--- src/rtl/alu_pkg.sv ---
// -----------------------------------------------------------------------------
// alu_pkg -- shared definitions for param_alu_seq and its multiplier.
//   * 5-bit opcode constants (0x00-0x0F single-cycle, 0x10 MUL)
//   * flag bit positions inside the 4-bit flags word {Z,C,N,O}
//   * FSM state enum
//   * flag_mask(): which flag bits an opcode is allowed to write
// -----------------------------------------------------------------------------
package alu_pkg;

   localparam logic [4:0] OP_MOVA = 5'h00;
   localparam logic [4:0] OP_MOVB = 5'h01;
   localparam logic [4:0] OP_NOTA = 5'h02;
   localparam logic [4:0] OP_NOTB = 5'h03;
   localparam logic [4:0] OP_ADD  = 5'h04;
   localparam logic [4:0] OP_ADC  = 5'h05;
   localparam logic [4:0] OP_SUB  = 5'h06;
   localparam logic [4:0] OP_AND  = 5'h07;
   localparam logic [4:0] OP_OR   = 5'h08;
   localparam logic [4:0] OP_XOR  = 5'h09;
   localparam logic [4:0] OP_NAND = 5'h0A;
   localparam logic [4:0] OP_LSL  = 5'h0B;
   localparam logic [4:0] OP_LSR  = 5'h0C;
   localparam logic [4:0] OP_ASR  = 5'h0D;
   localparam logic [4:0] OP_CSL  = 5'h0E;
   localparam logic [4:0] OP_CSR  = 5'h0F;
   localparam logic [4:0] OP_MUL  = 5'h10;

   localparam int FLAG_Z = 3;
   localparam int FLAG_C = 2;
   localparam int FLAG_N = 1;
   localparam int FLAG_O = 0;

   typedef enum logic [0:0] {
      ST_IDLE     = 1'b0,
      ST_EXEC_MUL = 1'b1
   } state_t;

   // Bit set = that flag is rewritten by the op; clear bits hold their value.
   function automatic logic [3:0] flag_mask(input logic [4:0] op);
      logic [3:0] m;
      m = 4'b0000;
      case (op)
         OP_MOVA, OP_MOVB, OP_NOTA, OP_NOTB,
         OP_AND, OP_OR, OP_XOR, OP_NAND:        m = 4'b1010;  // Z,N
         OP_ADD, OP_ADC, OP_SUB:                m = 4'b1111;  // Z,C,N,O
         OP_LSL, OP_LSR, OP_ASR, OP_CSL, OP_CSR: m = 4'b1110; // Z,C,N
         OP_MUL:                                m = 4'b1100;  // Z,C
         default:                               m = 4'b0000;
      endcase
      return m;
   endfunction

endpackage

--- src/rtl/alu_shift_add_mul.sv ---
// -----------------------------------------------------------------------------
// alu_shift_add_mul -- unsigned iterative shift-add multiplier.
// Operands are captured when i_start is high; one multiplier bit is consumed
// per clock for WIDTH clocks, then o_done pulses for one cycle while o_prod
// holds the full 2*WIDTH-bit product.
// Ports:
//   i_clk   clock (rising edge)        i_rst  async active-high reset
//   i_start load operands, begin run   i_a/i_b WIDTH-bit operands
//   o_done  one-cycle completion pulse o_prod 2*WIDTH-bit product
// -----------------------------------------------------------------------------
module alu_shift_add_mul #(
   parameter int WIDTH = 16
) (
   input  logic               i_clk,
   input  logic               i_rst,
   input  logic               i_start,
   input  logic [WIDTH-1:0]   i_a,
   input  logic [WIDTH-1:0]   i_b,
   output logic               o_done,
   output logic [2*WIDTH-1:0] o_prod
);

   localparam int            CW   = $clog2(WIDTH);
   localparam logic [CW-1:0] LAST = CW'(WIDTH - 1);
   localparam logic [CW-1:0] ONE  = CW'(1);

   logic [2*WIDTH-1:0] r_mcand;
   logic [2*WIDTH-1:0] r_acc;
   logic [WIDTH-1:0]   r_mplier;
   logic [CW-1:0]      r_cnt;
   logic               r_run;
   logic               r_done;

   // Load on start, then add the shifted multiplicand for every set multiplier bit.
   always_ff @(posedge i_clk or posedge i_rst) begin
      if (i_rst) begin
         r_mcand  <= '0;
         r_acc    <= '0;
         r_mplier <= '0;
         r_cnt    <= '0;
         r_run    <= 1'b0;
         r_done   <= 1'b0;
      end else begin
         r_done <= 1'b0;
         if (i_start) begin
            r_mcand  <= {{WIDTH{1'b0}}, i_a};
            r_mplier <= i_b;
            r_acc    <= '0;
            r_cnt    <= '0;
            r_run    <= 1'b1;
         end else if (r_run) begin
            if (r_mplier[0]) begin
               r_acc <= r_acc + r_mcand;
            end
            r_mcand  <= {r_mcand[2*WIDTH-2:0], 1'b0};
            r_mplier <= {1'b0, r_mplier[WIDTH-1:1]};
            r_cnt    <= r_cnt + ONE;
            // Last bit consumed on this edge: product is final afterwards.
            if (r_cnt == LAST) begin
               r_run  <= 1'b0;
               r_done <= 1'b1;
            end
         end
      end
   end

   assign o_done = r_done;
   assign o_prod = r_acc;

endmodule

--- src/rtl/param_alu_seq.sv ---
// -----------------------------------------------------------------------------
// param_alu_seq -- sequenced ALU with 16 single-cycle ops and an optional
// iterative unsigned multiplier (op 0x10).
// Build option: define ALU_MUL_EN to include the multiplier; without it op
// 0x10 is illegal, ResultHi is 0 and Busy is 0.
// Ports:
//   Clock     rising-edge clock           Reset    async active-high reset
//   Start     request (sampled in IDLE)   Op       5-bit opcode
//   A, B      WIDTH-bit operands          WF       flag write enable
//   Result    registered result / product low half
//   ResultHi  product high half (0 after non-MUL ops)
//   Busy      high while multiplying      Done     completion pulse
//   Err       illegal-op pulse            FlagsOut {Z,C,N,O}
// -----------------------------------------------------------------------------
module param_alu_seq
   import alu_pkg::*;
#(
   parameter int WIDTH = 16
) (
   input  logic             Clock,
   input  logic             Reset,
   input  logic             Start,
   input  logic [4:0]       Op,
   input  logic [WIDTH-1:0] A,
   input  logic [WIDTH-1:0] B,
   input  logic             WF,
   output logic [WIDTH-1:0] Result,
   output logic [WIDTH-1:0] ResultHi,
   output logic             Busy,
   output logic             Done,
   output logic             Err,
   output logic [3:0]       FlagsOut
);

   state_t           r_state;
   state_t           w_state_nxt;
   logic [WIDTH-1:0] r_result;
   logic [3:0]       r_flags;
   logic             r_done;
   logic             r_err;

   logic             w_accept;
   logic             w_is_mul;
   logic             w_illegal;
   logic             w_mul_finish;
   logic [WIDTH-1:0] w_opb;
   logic             w_cin;
   logic [WIDTH:0]   w_sum;
   logic [WIDTH-1:0] w_res;
   logic             w_c;
   logic             w_o;
   logic [3:0]       w_cand;
   logic [3:0]       w_mask;
   logic [3:0]       w_flags_nxt;

   assign w_accept = Start && (r_state == ST_IDLE);

`ifdef ALU_MUL_EN
   logic [WIDTH-1:0]   r_resulthi;
   logic               r_wf;
   logic               w_mul_done;
   logic [2*WIDTH-1:0] w_prod;
   logic [3:0]         w_mul_cand;
   logic [3:0]         w_mul_flags;

   assign w_is_mul     = (Op == OP_MUL);
   assign w_illegal    = (Op > OP_MUL);
   assign w_mul_finish = (r_state == ST_EXEC_MUL) && w_mul_done;

   alu_shift_add_mul #(.WIDTH(WIDTH)) u_mul (
      .i_clk   (Clock),
      .i_rst   (Reset),
      .i_start (w_accept && w_is_mul),
      .i_a     (A),
      .i_b     (B),
      .o_done  (w_mul_done),
      .o_prod  (w_prod)
   );

   // MUL: Z covers the full double-width product, C flags a nonzero high half.
   assign w_mul_cand  = {(w_prod == '0), (w_prod[2*WIDTH-1:WIDTH] != '0), 2'b00};
   assign w_mul_flags = (r_flags & ~flag_mask(OP_MUL)) | (w_mul_cand & flag_mask(OP_MUL));

   // WF is latched at acceptance; ResultHi clears on single-cycle ops.
   always_ff @(posedge Clock or posedge Reset) begin
      if (Reset) begin
         r_resulthi <= '0;
         r_wf       <= 1'b0;
      end else begin
         if (w_accept && w_is_mul) begin
            r_wf <= WF;
         end
         if (w_accept && !w_illegal && !w_is_mul) begin
            r_resulthi <= '0;
         end else if (w_mul_finish) begin
            r_resulthi <= w_prod[2*WIDTH-1:WIDTH];
         end
      end
   end

   assign Busy     = (r_state == ST_EXEC_MUL);
   assign ResultHi = r_resulthi;
`else
   assign w_is_mul     = 1'b0;
   assign w_illegal    = (Op >= OP_MUL);
   assign w_mul_finish = 1'b0;
   assign Busy         = 1'b0;
   assign ResultHi     = '0;
`endif

   // Single-cycle datapath; SUB reuses the adder as A + ~B + 1.
   always_comb begin
      w_opb = B;
      w_cin = 1'b0;
      w_res = '0;
      w_c   = r_flags[FLAG_C];
      w_o   = r_flags[FLAG_O];
      if (Op == OP_SUB) begin
         w_opb = ~B;
         w_cin = 1'b1;
      end else if (Op == OP_ADC) begin
         w_opb = B;
         w_cin = r_flags[FLAG_C];
      end else begin
         w_opb = B;
         w_cin = 1'b0;
      end
      w_sum = {1'b0, A} + {1'b0, w_opb} + {{WIDTH{1'b0}}, w_cin};
      case (Op)
         OP_MOVA: w_res = A;
         OP_MOVB: w_res = B;
         OP_NOTA: w_res = ~A;
         OP_NOTB: w_res = ~B;
         OP_ADD, OP_ADC: begin
            w_res = w_sum[WIDTH-1:0];
            w_c   = w_sum[WIDTH];
            w_o   = (A[WIDTH-1] == w_opb[WIDTH-1]) && (w_sum[WIDTH-1] != A[WIDTH-1]);
         end
         OP_SUB: begin
            w_res = w_sum[WIDTH-1:0];
            w_c   = ~w_sum[WIDTH];  // borrow
            w_o   = (A[WIDTH-1] == w_opb[WIDTH-1]) && (w_sum[WIDTH-1] != A[WIDTH-1]);
         end
         OP_AND:  w_res = A & B;
         OP_OR:   w_res = A | B;
         OP_XOR:  w_res = A ^ B;
         OP_NAND: w_res = ~(A & B);
         OP_LSL: begin
            w_res = {A[WIDTH-2:0], 1'b0};
            w_c   = A[WIDTH-1];
         end
         OP_LSR: begin
            w_res = {1'b0, A[WIDTH-1:1]};
            w_c   = A[0];
         end
         OP_ASR: begin
            w_res = {A[WIDTH-1], A[WIDTH-1:1]};
            w_c   = A[0];
         end
         OP_CSL: begin
            w_res = {A[WIDTH-2:0], r_flags[FLAG_C]};
            w_c   = A[WIDTH-1];
         end
         OP_CSR: begin
            w_res = {r_flags[FLAG_C], A[WIDTH-1:1]};
            w_c   = A[0];
         end
         default: w_res = '0;
      endcase
      w_cand      = {(w_res == '0), w_c, w_res[WIDTH-1], w_o};
      w_mask      = flag_mask(Op);
      w_flags_nxt = (r_flags & ~w_mask) | (w_cand & w_mask);
   end

   // FSM state register.
   always_ff @(posedge Clock or posedge Reset) begin
      if (Reset) begin
         r_state <= ST_IDLE;
      end else begin
         r_state <= w_state_nxt;
      end
   end

   // FSM next state: only MUL leaves IDLE.
   always_comb begin
      w_state_nxt = r_state;
      case (r_state)
         ST_IDLE: begin
            if (w_accept && w_is_mul) begin
               w_state_nxt = ST_EXEC_MUL;
            end else begin
               w_state_nxt = ST_IDLE;
            end
         end
         ST_EXEC_MUL: begin
            if (w_mul_finish) begin
               w_state_nxt = ST_IDLE;
            end else begin
               w_state_nxt = ST_EXEC_MUL;
            end
         end
         default: w_state_nxt = ST_IDLE;
      endcase
   end

   // Result, flags and the Done/Err pulses.
   always_ff @(posedge Clock or posedge Reset) begin
      if (Reset) begin
         r_result <= '0;
         r_flags  <= 4'b0000;
         r_done   <= 1'b0;
         r_err    <= 1'b0;
      end else begin
         r_done <= 1'b0;
         r_err  <= 1'b0;
         if (w_accept && w_illegal) begin
            r_done <= 1'b1;
            r_err  <= 1'b1;
         end else if (w_accept && !w_is_mul) begin
            r_result <= w_res;
            r_done   <= 1'b1;
            if (WF) begin
               r_flags <= w_flags_nxt;
            end
         end
`ifdef ALU_MUL_EN
         else if (w_mul_finish) begin
            r_result <= w_prod[WIDTH-1:0];
            r_done   <= 1'b1;
            if (r_wf) begin
               r_flags <= w_mul_flags;
            end
         end
`endif
      end
   end

   assign Result   = r_result;
   assign Done     = r_done;
   assign Err      = r_err;
   assign FlagsOut = r_flags;

endmodule

--- config.mk ---
export PLATFORM = sky130hd
export DESIGN_NAME = param_alu_seq
export DESIGN_NICKNAME = d
export VERILOG_FILES = /design/src/rtl/alu_pkg.sv /design/src/rtl/alu_shift_add_mul.sv /design/src/rtl/param_alu_seq.sv
export SDC_FILE = /design/constraint.sdc
export NUM_CORES = 1
export LEC_CHECK = 0
export ABC_CLOCK_PERIOD_IN_PS = 4500
export CAP_MARGIN = 20
export CORE_MARGIN = 3
export CORE_UTILIZATION = 35
export DETAILED_ROUTE_END_ITERATION = 6
export PLACE_DENSITY = 0.6
export SLEW_MARGIN = 30
export SYNTH_ARGS = -nofsm -noshare
export SYNTH_HDL_FRONTEND = slang
export SYNTH_SLANG_ARGS = --single-unit
export TNS_END_PERCENT = 100
--- constraint.sdc ---
create_clock -name Clock -period 4.5 [get_ports Clock]
set_clock_uncertainty 0.1 [all_clocks]
set_input_delay 1.125 -clock Clock [delete_from_list [all_inputs] [get_ports Clock]]
set_output_delay 1.125 -clock Clock [all_outputs]
set_load 0.05 [all_outputs]
### Yosys cells after proc, flatten, opt, wreduce, memory -nomap -nowiden

Memory sizes are Yosys's and may differ from the RTL's.
Index checks and enable logic that the tools add are counted.

* reduce and logical (&&, ||, !) cells: 11
* mux-type cells: 10
* add/subtract/negate cells: 2
* bitwise operators: 13
* order comparisons: 1
* equality and inequality tests: 17

Operator list (number)
* 16-bit case mux with 14 select lines: 1
* 16-bit inverter: 3
* 5-bit by 4-bit equality test with 1-bit output (second input constant): 8
* 5-bit by 3-bit equality test with 1-bit output (second input constant): 4
* 16-bit by 16-bit adder with 17-bit output: 1
* 17-bit by 1-bit adder with 17-bit output: 1
* 16-bit AND: 1
* 16-bit logical NOT: 1
* 16-bit two-way mux: 1
* 16-bit OR: 1
* 16-bit bitwise XOR: 1
* 5-bit by 2-bit equality test with 1-bit output (second input constant): 2
* 4-bit AND: 2
* 1-bit two-way mux: 6
* 3-bit OR reduction: 2
* 5-bit by 1-bit equality test with 1-bit output (second input constant): 1
* 5-bit >= comparator (second input constant): 1
* 5-bit logical NOT: 1
* 4-bit inverter: 1
* 4-bit OR: 1
* 1-bit case mux with 4 select lines: 1
* 2-bit OR reduction: 2
* 1-bit logical AND: 3
* 1-bit inverter: 3
* other kinds (5): 5

* bits in registers: 23
* output and inout bits: 39
* bits in read-only memories: 128
* memories: 1

Memories
* (no name shown): depth 32, width 4, rd ports 1, clocked after Yosys merged registers in 0, wr ports 0, RTL line alu_pkg.sv:42 `case (op)`

### Longest topological paths before layout

* depth in word-level cells: 9
* depth in mapped cells: 17
* mapped depth without buffers: 13

### Worst setup path before layout

OpenSTA, ideal clock, no wires.

* kind: input to register
* from: in Op[1]
* to: reg (tool-made name)
* path buffers: 3
* arrival: 4.555 ns
* required time: 4.324 ns
* slack: -0.232 ns
* stages on the path: 16
* path through: buf_4 -> nand2b_1 -> clkbuf_1 -> nand2b_1 -> clkbuf_1 -> xnor2_1 -> fa_1 -> fa_1 -> a21o_1 -> a221oi_2 -> a21oi_1 -> xor2_1 -> a2111oi_0 -> and2_1 -> nand4_1 -> o21ai_1

RTL lines
* start, declared: RTL line param_alu_seq.sv:23 `input logic [4:0] Op,`

==> metrics.md <==
| Metric | Value |
|---|---|
| Final ANT Viol Nets | 0 |
| Worst-skew pair later-pin latency | roughly 250 ps |
| Critical Setup Path Class | in -> reg |
| Synthesized flop and latch total | 22 |
| Antenna diodes | 0 |
| Routed via count | approximately 4,600 |
| RSZ-0062 raised after global routing | no |
| Async S/R FF share, synth | 100% |
| Final HPWL DP | between 10,000 and 15,000 um |
| Crit path from | Op[1] |
| Leading post-synthesis cells by cell area | ha_1 (14%), dfrtp_1 (13%), xnor2_1 (6.1%) |
| Slew Limit Headroom | between 30 and 40% |
| Crit path DAT | 4400 ps |
| Flop pwr share | 20.1% |
| Gr usage total | about a fifth |
| Reg clk slew, reported paths | about 60 ps |
| Maximum VDD drop | 0.133 mV |
| Placed insts | 784 |
| Hold Violations, Final | 0 |
| Cell type with the largest total area after synthesis | ha_1 |
| Cells after synthesis | approximately 530 |
| Drt pass-1 iters | 5 |
| Num CTS Buffers | 3 |
| Synth cell types | 77 |
| Crit. End Element | register |
| IO Pins | 80 |
| Final setup fails | 0 |
| EDFF count, synth | 0 |
| Via/cell ratio | about 5.8 |
| Run status | finished, final reports clean |
| Largest net degree at the start of global routing | 32 |
| Total die area | 13,300 um2 |
| PwrDens | around 220 nW/um2 |
| Finished Layout Cells | 790 |
| Top-area cell type share of the netlist area | 14.4% |
| Starting Density | between 30% and 40% |
| CP max stage delay | approximately 490 ps |
| Top delay family on crit path | compound AO/OA/AOI/OAI gates |
| Slowest cell on the critical path | a2111oi_1 |
| Seq/Total Area, Yosys | 13.2% |
| Switching Share | 42.0% |
| Post-CTS Hold Fix Bufs | 0 |
| Int Pwr | 707 uW |
| Top-count cell post-synth | nand2_1 |
| Vias in the first global route | approximately 4,400 |
| Most common library cells after synthesis | nand2_1 (51), ha_1 (48), inv_1 (42), xnor2_1 (29) |
| Clock Path Buffers | 2 |
| CTS root buf | clkbuf_16 |
| H-tree depth | 1 |
| Port bufs | 62 |
| Die Ht | 115 um |
| Hold Path Class | reg -> reg |
| Global route total overflow | 0 |
| Fillcell total | 1,135 |
| Startpoint types | input pin |
| Area Overhead vs Synth | 31.8% |
| Core Area | 11,600 um2 |
| Cell Chain, Critical Path | dlygate4sd2_1 > nand2b_4 > nand2b_4 > buf_4 > buf_6 > xnor2_1 > ha_1 > a21o_1 > a31o_2 > o21ai_0 > buf_4 > nand3_1 > a2111oi_1 > nor3_2 > nand4_1 > o21ai_1 |
| Routed WL | 14,400 um |
| Util after Layout | 47.7% |
| GPL Wtd Cong | between 0.9 and 1 |
| Std-Cell Rows | 39 |
| Die width | ~120 um |
| Count of buffer and inverter cells on the critical path | 4 |
| CTS tree | yes |
| Post-synthesis cell area | 4180 um2 |
| Worst-Margin Slew | 927 ps |
| Avg Inst Size Synth | approximately 7.8 um2 |
| Syn. warnings | 0 |
| Worst EP required | 4540 ps |
| Max Clock Freq | 230 MHz |
| Final net count | 739 |
| CTS Sinks | 22 |
| Avg WL per Cell | 18.3 um |
| Initial antenna violation count | 0 |
| Comb pwr share | 59.8% |
| Share of cells above drive strength 1 | 18.2% |
| Drc violations | 0 |
| P_sw | ~500 uW |
| Max-cap violation count | 0 |
| First-pass GRT wire length | 22,900 um |
| Leak | 0.00254 uW |
| Min cycle time layout | 4350 ps |
| Clock group share of total power | 20.1% |
| Critical hold path startpoint | Result[11] |
| Max Slew Vio Count | 0 |
| Final worst-path cycle share | 96.8% |
| Initial drt markers | 430 |
| Main flop type after synthesis | dfrtp_1 |
| Crit-path max FO | 15 |
[per-layer routing]
layer	share of wire (%)	track usage (%)	vias to the layer above
li1	-	-	2157
met1	45	29.9	2124
met2	45	33.7	242
met3	7.8	2.47	28
met4	2.5	7.36	0
met5	0	0	-
[stage by stage]
step                hold slack, ps  TNS (ps)  power (uW)  setup WS, ps  area, um2
floorplan                      643         0         687          4.62       4250
global placement               357     -2010         951          -407       5310
CTS                            377         0        1210          15.3       5440
detailed placement             362     -2300         958          -416       5310
finish                         371         0        1220           146       5510
global route                   410         0        1290          10.1       5510
[power by group through the flow]
stage | clock, uW | combinational, uW | sequential [uW]
floorplan | 0 | 335 | 352
global placement | 0 | 703 | 248
detailed placement | 0 | 709 | 249
CTS | 249 | 716 | 245
global route | 257 | 781 | 249
finish | 246 | 729 | 245
[final timing paths]
check	slack (ps)	endpoint	cells after the start
worst max-delay path	150	register	16
worst min-delay path	370	Result[11]	2
worst max register to register	1170	register	13
worst min register to register	370	Result[11]	2
max in group asynchronous	2530	Result[1]	2
min in group asynchronous	1240	Err	2
[tightest hold or removal path: cells and delay by family, from the launching register on]
| family | cells | cell delay [ps] |
|---|---|---|
| DFF | 1 | 340 |
| and+or+nand+nor | 2 | 100 |
[logic make-up after synthesis]
kind of cell               synth area share (%)
xor gates and xnor gates                   7.54
DFF                                        13.2
adders and majority gates                  15.3
muxes                                      5.32
AOI/OAI and AO/OA                          25.5
and+or+nand+nor                            21.6
buffers and inverters                      11.5
other                                    0.0897
[timing repair]
item                                    4_1_cts  5_1_grt
endpoints found under the hold margin         0        0
endpoints found under the setup margin        3        8
gates resized for setup                       9       14
pin swaps                                     1       10
buffers inserted                              0        2
[area by class of cell]
| type | count | area, um2 | share of cell area [%] |
|---|---|---|---|
| Multi-Input combinational cell | 437 | 3280 | 59.6 |
| Tap cell | 143 | 179 | 3.25 |
| Clock inverter | 1 | 30.0 | 0.545 |
| Timing Repair Buffer | 142 | 1240 | 22.4 |
| Inverter | 42 | 158 | 2.86 |
| Clock buffer | 3 | 75.1 | 1.36 |
| Sequential cell | 22 | 551 | 9.99 |
[placed cells by master, fill, tap and decap left out, drive strengths merged, types with 6 or more instances in the layout]
| master | instances |
|---|---|
| nor2 | 18 |
| dfrtp | 22 |
| inv | 42 |
| xor2 | 7 |
| xnor2 | 29 |
| a22oi | 11 |
| nand2b | 9 |
| o21ai | 24 |
| clkdlybuf4s50 | 57 |
| a21o | 9 |
| nor2b | 7 |
| a21oi | 21 |
| o211ai | 8 |
| buf | 80 |
| nand2 | 51 |
| nand3 | 22 |
| a211oi | 6 |
| mux2i | 15 |
| o221ai | 8 |
| ha | 48 |
| and2 | 7 |
| and3 | 10 |
| a31oi | 6 |
| conb | 17 |
| nor3 | 15 |
Power figures use the tool's default switching activity.
